<file path="src/rtl/tdc_interval_capture.sv">
// Start/stop interval capture on a coarse up/down TDC counter. Range is
// extended past COUNT_W by counting wrap-arounds; results leave on valid/ready.
module tdc_interval_capture #(
  parameter int COUNT_W = 4,
  parameter int WRAP_W  = 4
) (
  input  logic                       clk,
  input  logic                       rstb,
  input  logic [COUNT_W-1:0]         count,
  input  logic                       up_dnb,
  input  logic                       start,
  input  logic                       stop,
  output logic                       out_valid,
  input  logic                       out_ready,
  output logic [COUNT_W+WRAP_W-1:0]  interval,
  output logic                       overflow,
  output logic                       busy
);
  localparam int RES_W = COUNT_W + WRAP_W;

  typedef enum logic [1:0] {IDLE, MEAS, DONE} state_t;

  state_t              state;
  logic [COUNT_W-1:0]  prev_cnt;
  logic [COUNT_W-1:0]  start_cnt;
  logic                dir;
  logic [WRAP_W-1:0]   wraps;
  logic                ovf;

  logic                wrap_hit;
  logic [WRAP_W-1:0]   wraps_nxt;
  logic                ovf_nxt;
  logic [RES_W:0]      base, cnt_x, start_x, raw_res;
  logic                res_ovf;

  assign wrap_hit = ( dir && (prev_cnt == '1) && (count == '0)) ||
                    (!dir && (prev_cnt == '0) && (count == '1));

  // Next wrap/ovf state, also used directly so a wrap on the stop cycle counts.
  always_comb begin
    wraps_nxt = wraps;
    ovf_nxt   = ovf | (up_dnb != dir);
    if (wrap_hit) begin
      if (wraps == '1) ovf_nxt   = 1'b1;
      else             wraps_nxt = wraps + 1'b1;
    end
  end

  // One extra bit so a negative difference shows up as out of range.
  always_comb begin
    base    = {1'b0, wraps_nxt, {COUNT_W{1'b0}}};
    cnt_x   = {{(WRAP_W+1){1'b0}}, count};
    start_x = {{(WRAP_W+1){1'b0}}, start_cnt};
    raw_res = dir ? (base + cnt_x - start_x) : (base + start_x - cnt_x);
    res_ovf = ovf_nxt | raw_res[RES_W];
  end

  always_ff @(posedge clk) begin
    if (!rstb) begin
      state     <= IDLE;
      prev_cnt  <= '0;
      start_cnt <= '0;
      dir       <= 1'b0;
      wraps     <= '0;
      ovf       <= 1'b0;
      out_valid <= 1'b0;
      busy      <= 1'b0;
      overflow  <= 1'b0;
      interval  <= '0;
    end else begin
      prev_cnt <= count;
      case (state)
        IDLE: if (start) begin
          start_cnt <= count;
          dir       <= up_dnb;
          wraps     <= '0;
          ovf       <= 1'b0;
          busy      <= 1'b1;
          state     <= MEAS;
        end
        MEAS: begin
          wraps <= wraps_nxt;
          ovf   <= ovf_nxt;
          if (stop) begin
            interval  <= res_ovf ? '1 : raw_res[RES_W-1:0];
            overflow  <= res_ovf;
            out_valid <= 1'b1;
            busy      <= 1'b0;
            state     <= DONE;
          end
        end
        DONE: if (out_ready) begin
          out_valid <= 1'b0;
          state     <= IDLE;
        end
        default: state <= IDLE;
      endcase
    end
  end
endmodule

</file>
<file path="config.mk">
export PLATFORM = sky130hd
export DESIGN_NAME = tdc_interval_capture
export DESIGN_NICKNAME = d
export VERILOG_FILES = /design/src/rtl/tdc_interval_capture.sv
export SDC_FILE = /design/constraint.sdc
export NUM_CORES = 1
export LEC_CHECK = 0
export CORE_MARGIN = 5
export CORE_UTILIZATION = 53
export CTS_BUF_LIST = sky130_fd_sc_hd__clkbuf_8
export CTS_CLUSTER_DIAMETER = 100
export CTS_CLUSTER_SIZE = 40
export DETAILED_ROUTE_END_ITERATION = 16
export DONT_BUFFER_PORTS = 1
export PLACE_DENSITY = 0.68
export SETUP_SLACK_MARGIN = 0.3
export SYNTH_ARGS = -nofsm -noshare
export SYNTH_HDL_FRONTEND = slang
export SYNTH_SLANG_ARGS = --single-unit
</file>
<file path="constraint.sdc">
create_clock -name clk -period 2.5 [get_ports clk]
set_input_delay 0.375 -clock clk [delete_from_list [all_inputs] [get_ports clk]]
set_output_delay 0.375 -clock clk [all_outputs]
set_load 0.03 [all_outputs]
</file>
* After elaboration in Yosys (flattened, before gate mapping)
Index checks and enable logic that the tools add are counted.
** Storage, ports and cells
- Bits in writable memories :: 0
- Bits in latches :: 0
- Input port bits :: 10
- Register bits after elaboration :: 27
- Output and inout bits :: 11
- Memory bits (read-only) :: 0
- Memories kept :: 0
- Word-level logic and storage cells :: 63
** Cells by class
- Bitwise logic cells :: 2
- Eq/ne operators :: 9
- Mux-type cells :: 20
- Add/sub/neg operators :: 5
- Magnitude comparators :: 0
- Shift operators :: 0
- Multipliers :: 0
- Divide/modulo/power cells :: 0
- Reduce and logical (&&, ||, !) cells :: 17
** Operators with widths (count)
- 8-bit by 4-bit adder with 9-bit output :: 2
- 9-bit by 4-bit subtractor with 9-bit output :: 2
- 4-bit equality test, second input constant :: 3
- 4-bit 2-to-1 mux :: 3
- 9-bit 2-to-1 mux :: 1
- 3-bit AND reduction :: 3
- 4-bit zero test :: 2
- 8-bit 2-to-1 mux :: 1
- 4-bit one-hot mux with 2 select lines :: 1
- 1-bit 2-to-1 mux :: 7
- 2-bit 2-to-1 mux :: 3
- 2-bit != test, second input constant :: 3
- 1-bit one-hot mux with 2 select lines :: 3
- 2-bit one-hot mux with 3 select lines :: 1
- 2-bit AND reduction :: 3
- 4-bit by 1-bit adder with 4-bit output, second input constant :: 1
- 1-bit logical AND :: 4
- 2-bit nonzero test :: 2
- 2-bit by 1-bit equality test with 1-bit output, second input constant :: 1
- 2-bit equality test, second input constant :: 1
- 2-bit zero test :: 1
- 1-bit OR :: 2
- 1-bit zero test :: 1
- 1-bit logical OR :: 1
- 1-bit != test :: 1

* Depth between registers and ports, before layout
- Depth after elaboration :: 10
- Mapped depth :: 9
- Mapped depth without buffers :: 9

* Worst setup path after synthesis
OpenSTA, ideal clock, no wires.
- Path kind :: register -> register
- Start :: register wraps[0]
- End :: register interval[7]
- Library setup time :: 173 ps
- Required time :: 2327 ps
- Data arrival time :: 2013 ps
- Cell stages (with the launch flop) :: 8
- Path slack :: 314 ps
- Period minus slack after synthesis :: 2186 ps
- Buffers on the path :: 0
- Path through :: dfxtp_1 -> ha_1 -> and3_4 -> or4_4 -> and3_4 -> a211oi_4 -> and4bb_1 -> a311oi_1
** On the way
- Word-level cells in the longest chain between the ends :: 8
- Elaborated cells between the ends (all ways) :: 13
- Those cells by class :: 5 x add/sub; 1 x eq/ne; 6 x mux; 1 x bitwise
** RTL lines
- start, declared :: line 27 : logic [WRAP_W-1:0] wraps;
- start signal, assigned :: line 82 : wraps <= wraps_nxt;
- 4-bit by 1-bit adder with 4-bit output or 4-bit equality test (tied branches) :: line 45, 44
- 4-bit 2-to-1 mux :: line 44 : if (wraps == '1) ovf_nxt = 1'b1;
- 4-bit 2-to-1 mux :: line 43 : if (wrap_hit) begin
- 8-bit by 4-bit adder with 9-bit output :: line 54 : raw_res = dir ? (base + cnt_x - start_x) : (base + start_x - cnt_x);
- 9-bit by 4-bit subtractor with 9-bit output :: line 54
- 9-bit 2-to-1 mux :: line 54
- 1-bit OR :: line 55 : res_ovf = ovf_nxt | raw_res[RES_W];
- 8-bit 2-to-1 mux (*) :: line 85 : interval <= res_ovf ? '1 : raw_res[RES_W-1:0];
- end signal, assigned :: line 85
- end, declared :: line 15 : output logic [COUNT_W+WRAP_W-1:0] interval,
Mark *: on every way between the ends. The rest lies on a longest branch, timed or not.
A chain may end at the register's enable or synchronous reset.

* Final worst setup path
- Start :: register wraps[1]
- End :: register interval[7]
Same word-level chain as after synthesis.

==> results by group <==
Run status
  • Run status: finished clean

Layout
  • Layout cells sized above 1: 0.1905
  • Most frequent cells in the layout: dfxtp_1 (25), o21ai_0 (21), nand2_1 (16)
  • Core Util, Final: 0.6274
  • Commonest non-fill, non-tap cell in the layout: dfxtp_1
  • Antenna fix cells: 0
  • # fillers: 296
  • Net count, final: 232
  • Area Growth Syn to Fin: 11.70%
  • Cell area after layout: 1947 sq um

Clocking
  • Clock root buffer: clkbuf_8
  • TritonCTS clock tree: built
  • Worst-Skew Late Latency: approximately 0.28 ns
  • Clock Sinks: 27
  • CTS H-tree depth: 1
  • Reg clk slew, reported paths: 0.11 ns
  • Clock Tree Buf Depth: 2
  • CTS Buf Count: 3

Logic synthesis
  • Post-synthesis sequential area ratio: 0.3101
  • Post-synthesis async set-or-reset flop share: 0
  • Syn Area/Cell: 8.544 sq um
  • Synth cell types: 60
  • YS warnings: 0
  • Post-Syn Area: 1743 sq um
  • Post-synth EDFFs: 0
  • Most used DFF post-synth: dfxtp_1
  • Mapped Cells: 204
  • Synth Net Count: ~230
  • #FFs+latches synth: 27

Timing
  • Unrepaired setup endpoints after global routing: true
  • Endpoints failing setup: 0
  • Fin. max-slew vios: 0
  • Tcrit/Tclk final: 0.8735
  • Worst setup margin: 0.3162 ns
  • Fin crit period: 2.184 ns
  • Sum Neg Setup Slack: 0 ns
  • Worst-Margin Slew: about 0.63 ns
  • Relative slew slack: 0.5787
  • Setup Skew: 0.01137 ns
  • Final Hold Viols: 0
  • Fmax: 0.4579 GHz

Floorplanning
  • # IOs: 21
  • Die width: just under 70 um
  • DIE HEIGHT: about 67 um
  • Die Footprint: 4535 sq um
  • Starting density of the core: 0.5617
  • Core area: 3103 sq um
  • FP Rows: 20

Power and ir drop
  • Max VDD drop: between 0.3 and 0.4 mV
  • PD cells: 490.0 nW/um^2
  • Reg power frac: 0.524
  • P_int: approximately 650 uW
  • Net Sw Frac: 0.3134
  • Net switching power: 298.9 uW
  • Part of the power in combinational logic: 0.202
  • Clock share of power: 0.274
  • Pleak: approximately 0.00075 uW

Drt
  • Wirelength, routed: around 4200 um
  • Via/cell ratio: 6.024
  • 1st-iter DRT viols: 115
  • Antenna viol nets, final: 0
  • Pre-antenna DRT Iters: 4
  • DRC: 0
  • Vias: between 1500 and 2000
  • Wire per inst: ~16 um

Hold path
  • Worst Hold Class: input port to flip-flop

Critical path
  • Crit Path Max Fanout: 5
  • Critical path's slowest cell: or4_4
  • CP arrival: 2.37 ns
  • CP bufs+invs: 0
  • Worst setup SP type: flip-flop
  • Top Family by Delay on Critical Path: simple AND/OR/NAND/NOR gates
  • CP Class: flip-flop to flip-flop
  • Critical Path RT: roughly 2.7 ns
  • Crit path cell chain: ha_4 > and3_4 > or4_4 > and3_4 > a211oi_4 > nand2_1 > a311oi_2
  • Most used cell, CP: and3_4
  • Critical Path End Type: flip-flop
  • Slowest cell delay on critical path: approximately 0.56 ns

Global route
  • Global-route met3 utilization: 0.04659
  • First-pass GRT wire length: 6644 um
  • Antenna violations before repair: 0
  • Met2 Usage GRT: 0.3264
  • Gr usage total: 0.1919
  • GR Layer Usage met1: 0.2385
  • Total global routing overflow: 0
  • Vias in the first global route: 1426
  • Largest net degree at the start of global routing: 28
  • GR peak layer: met2

Run
  • Max_cap viols: 0

Place
  • Pre-CTS setup slack: 0.1585 ns
  • Post-DP HPWL: 3040 um
  • Final Wtd Congestion: 0.8859
  • Number of I/O port buffers: 0
  • Placed cell areas: 1785 sq um
[worst register-to-register path, delay by kind of cell, from the launching register on]
| family | cells | cell delay [ns] |
|---|---|---|
| fa+ha+maj | 1 | 0.17 |
| compound gates | 2 | 0.49 |
| flops | 1 | 0.36 |
| simple gates | 4 | 1.10 |
[metal layers]
metal / vias to the layer above / wire length [um]
li1: 747 / -
met1: 728 / 1800
met2: 47 / 2088
met3: 8 / 239
met4: 0 / 55
met5: - / 0
[final timing paths]
| check | startpoint | end | slack, ns | cells after the start |
|---|---|---|---|---|
| setup / recovery | wraps[1] | interval[7] | 0.32 | 7 |
| hold / removal | rstb | state[0] | 0.20 | 2 |
| setup reg to reg | wraps[1] | interval[7] | 0.32 | 7 |
| hold reg to reg | ovf | ovf | 0.57 | 2 |
[power groups by stage]
stage	clock network (uW)	logic (uW)	registers (uW)
after CTS	268	185	500
after global placement	0	170	510
final	262	192	500
after floorplan	0	150	501
after detailed placement	0	176	511
after global routing	295	215	504
[cells in the mapped netlist, drive strengths merged (4+ instances only)]
cell type	n	area share
dfxtp	27	0.31
o21ai	21	0.060
nand2	17	0.037
inv	13	0.028
a21oi	11	0.034
and2	11	0.040
ha	9	0.065
nor2b	7	0.025
a31oi	6	0.025
nand3	6	0.017
nor2	6	0.013
and3	4	0.020
clkbuf	4	0.0086
nor3	4	0.011
xnor2	4	0.020
[stage by stage]
| stage | std cells | hold slack [ns] | power, uW |
|---|---|---|---|
| finish | 254 | 0.1963 | 953.9 |
| global placement | 246 | 0.4940 | 680.5 |
| floorplan | 204 | 0.4967 | 651.0 |
| global route | 254 | 0.1874 | 1015 |
| CTS | 251 | 0.1922 | 952.8 |
| detailed placement | 246 | 0.4941 | 687.1 |
[flip-flops by register name, summed over array words and instances (netlist names)]
name / cells
out_valid: 1
overflow: 1
prev_cnt: 4
state: 2
start_cnt: 4
busy: 1
wraps: 4
dir: 1
interval: 8
ovf: 1
[cell families (layout without fill, tap and decap cells)]
kind of cell | count (synthesis) | in the layout | synth area share
multiplexers | 4 | 4 | 0.02369
adder cells (fa/ha/maj) | 11 | 11 | 0.08758
buffers and inverters | 20 | 26 | 0.05671
AO/OA/AOI/OAI | 62 | 62 | 0.2369
AND/OR/NAND/NOR | 75 | 75 | 0.2599
flip-flops | 27 | 27 | 0.3101
XOR/XNOR | 5 | 5 | 0.02512
[repair_timing]
action,CTS,global route
hold buffers,0,0
pin swaps,3,5
buffers inserted,1,3
resized for setup,6,11
endpoints found under the setup margin,8,9
hold endpoints to repair,0,0
[area by class of cell]
| cell class | count | area [sq um] | share of cell area |
|---|---|---|---|
| well taps | 44 | 55.05 | 0.02828 |
| multi-input cells | 157 | 1181 | 0.6067 |
| clock buffers | 3 | 41.29 | 0.02121 |
| flip-flops and latches | 27 | 545.5 | 0.2802 |
| repair buffers | 9 | 67.56 | 0.03470 |
| inverters | 13 | 48.80 | 0.02506 |
| clock inverters | 1 | 7.507 | 0.003856 |
Note: power is estimated with default switching activity, not from simulation.
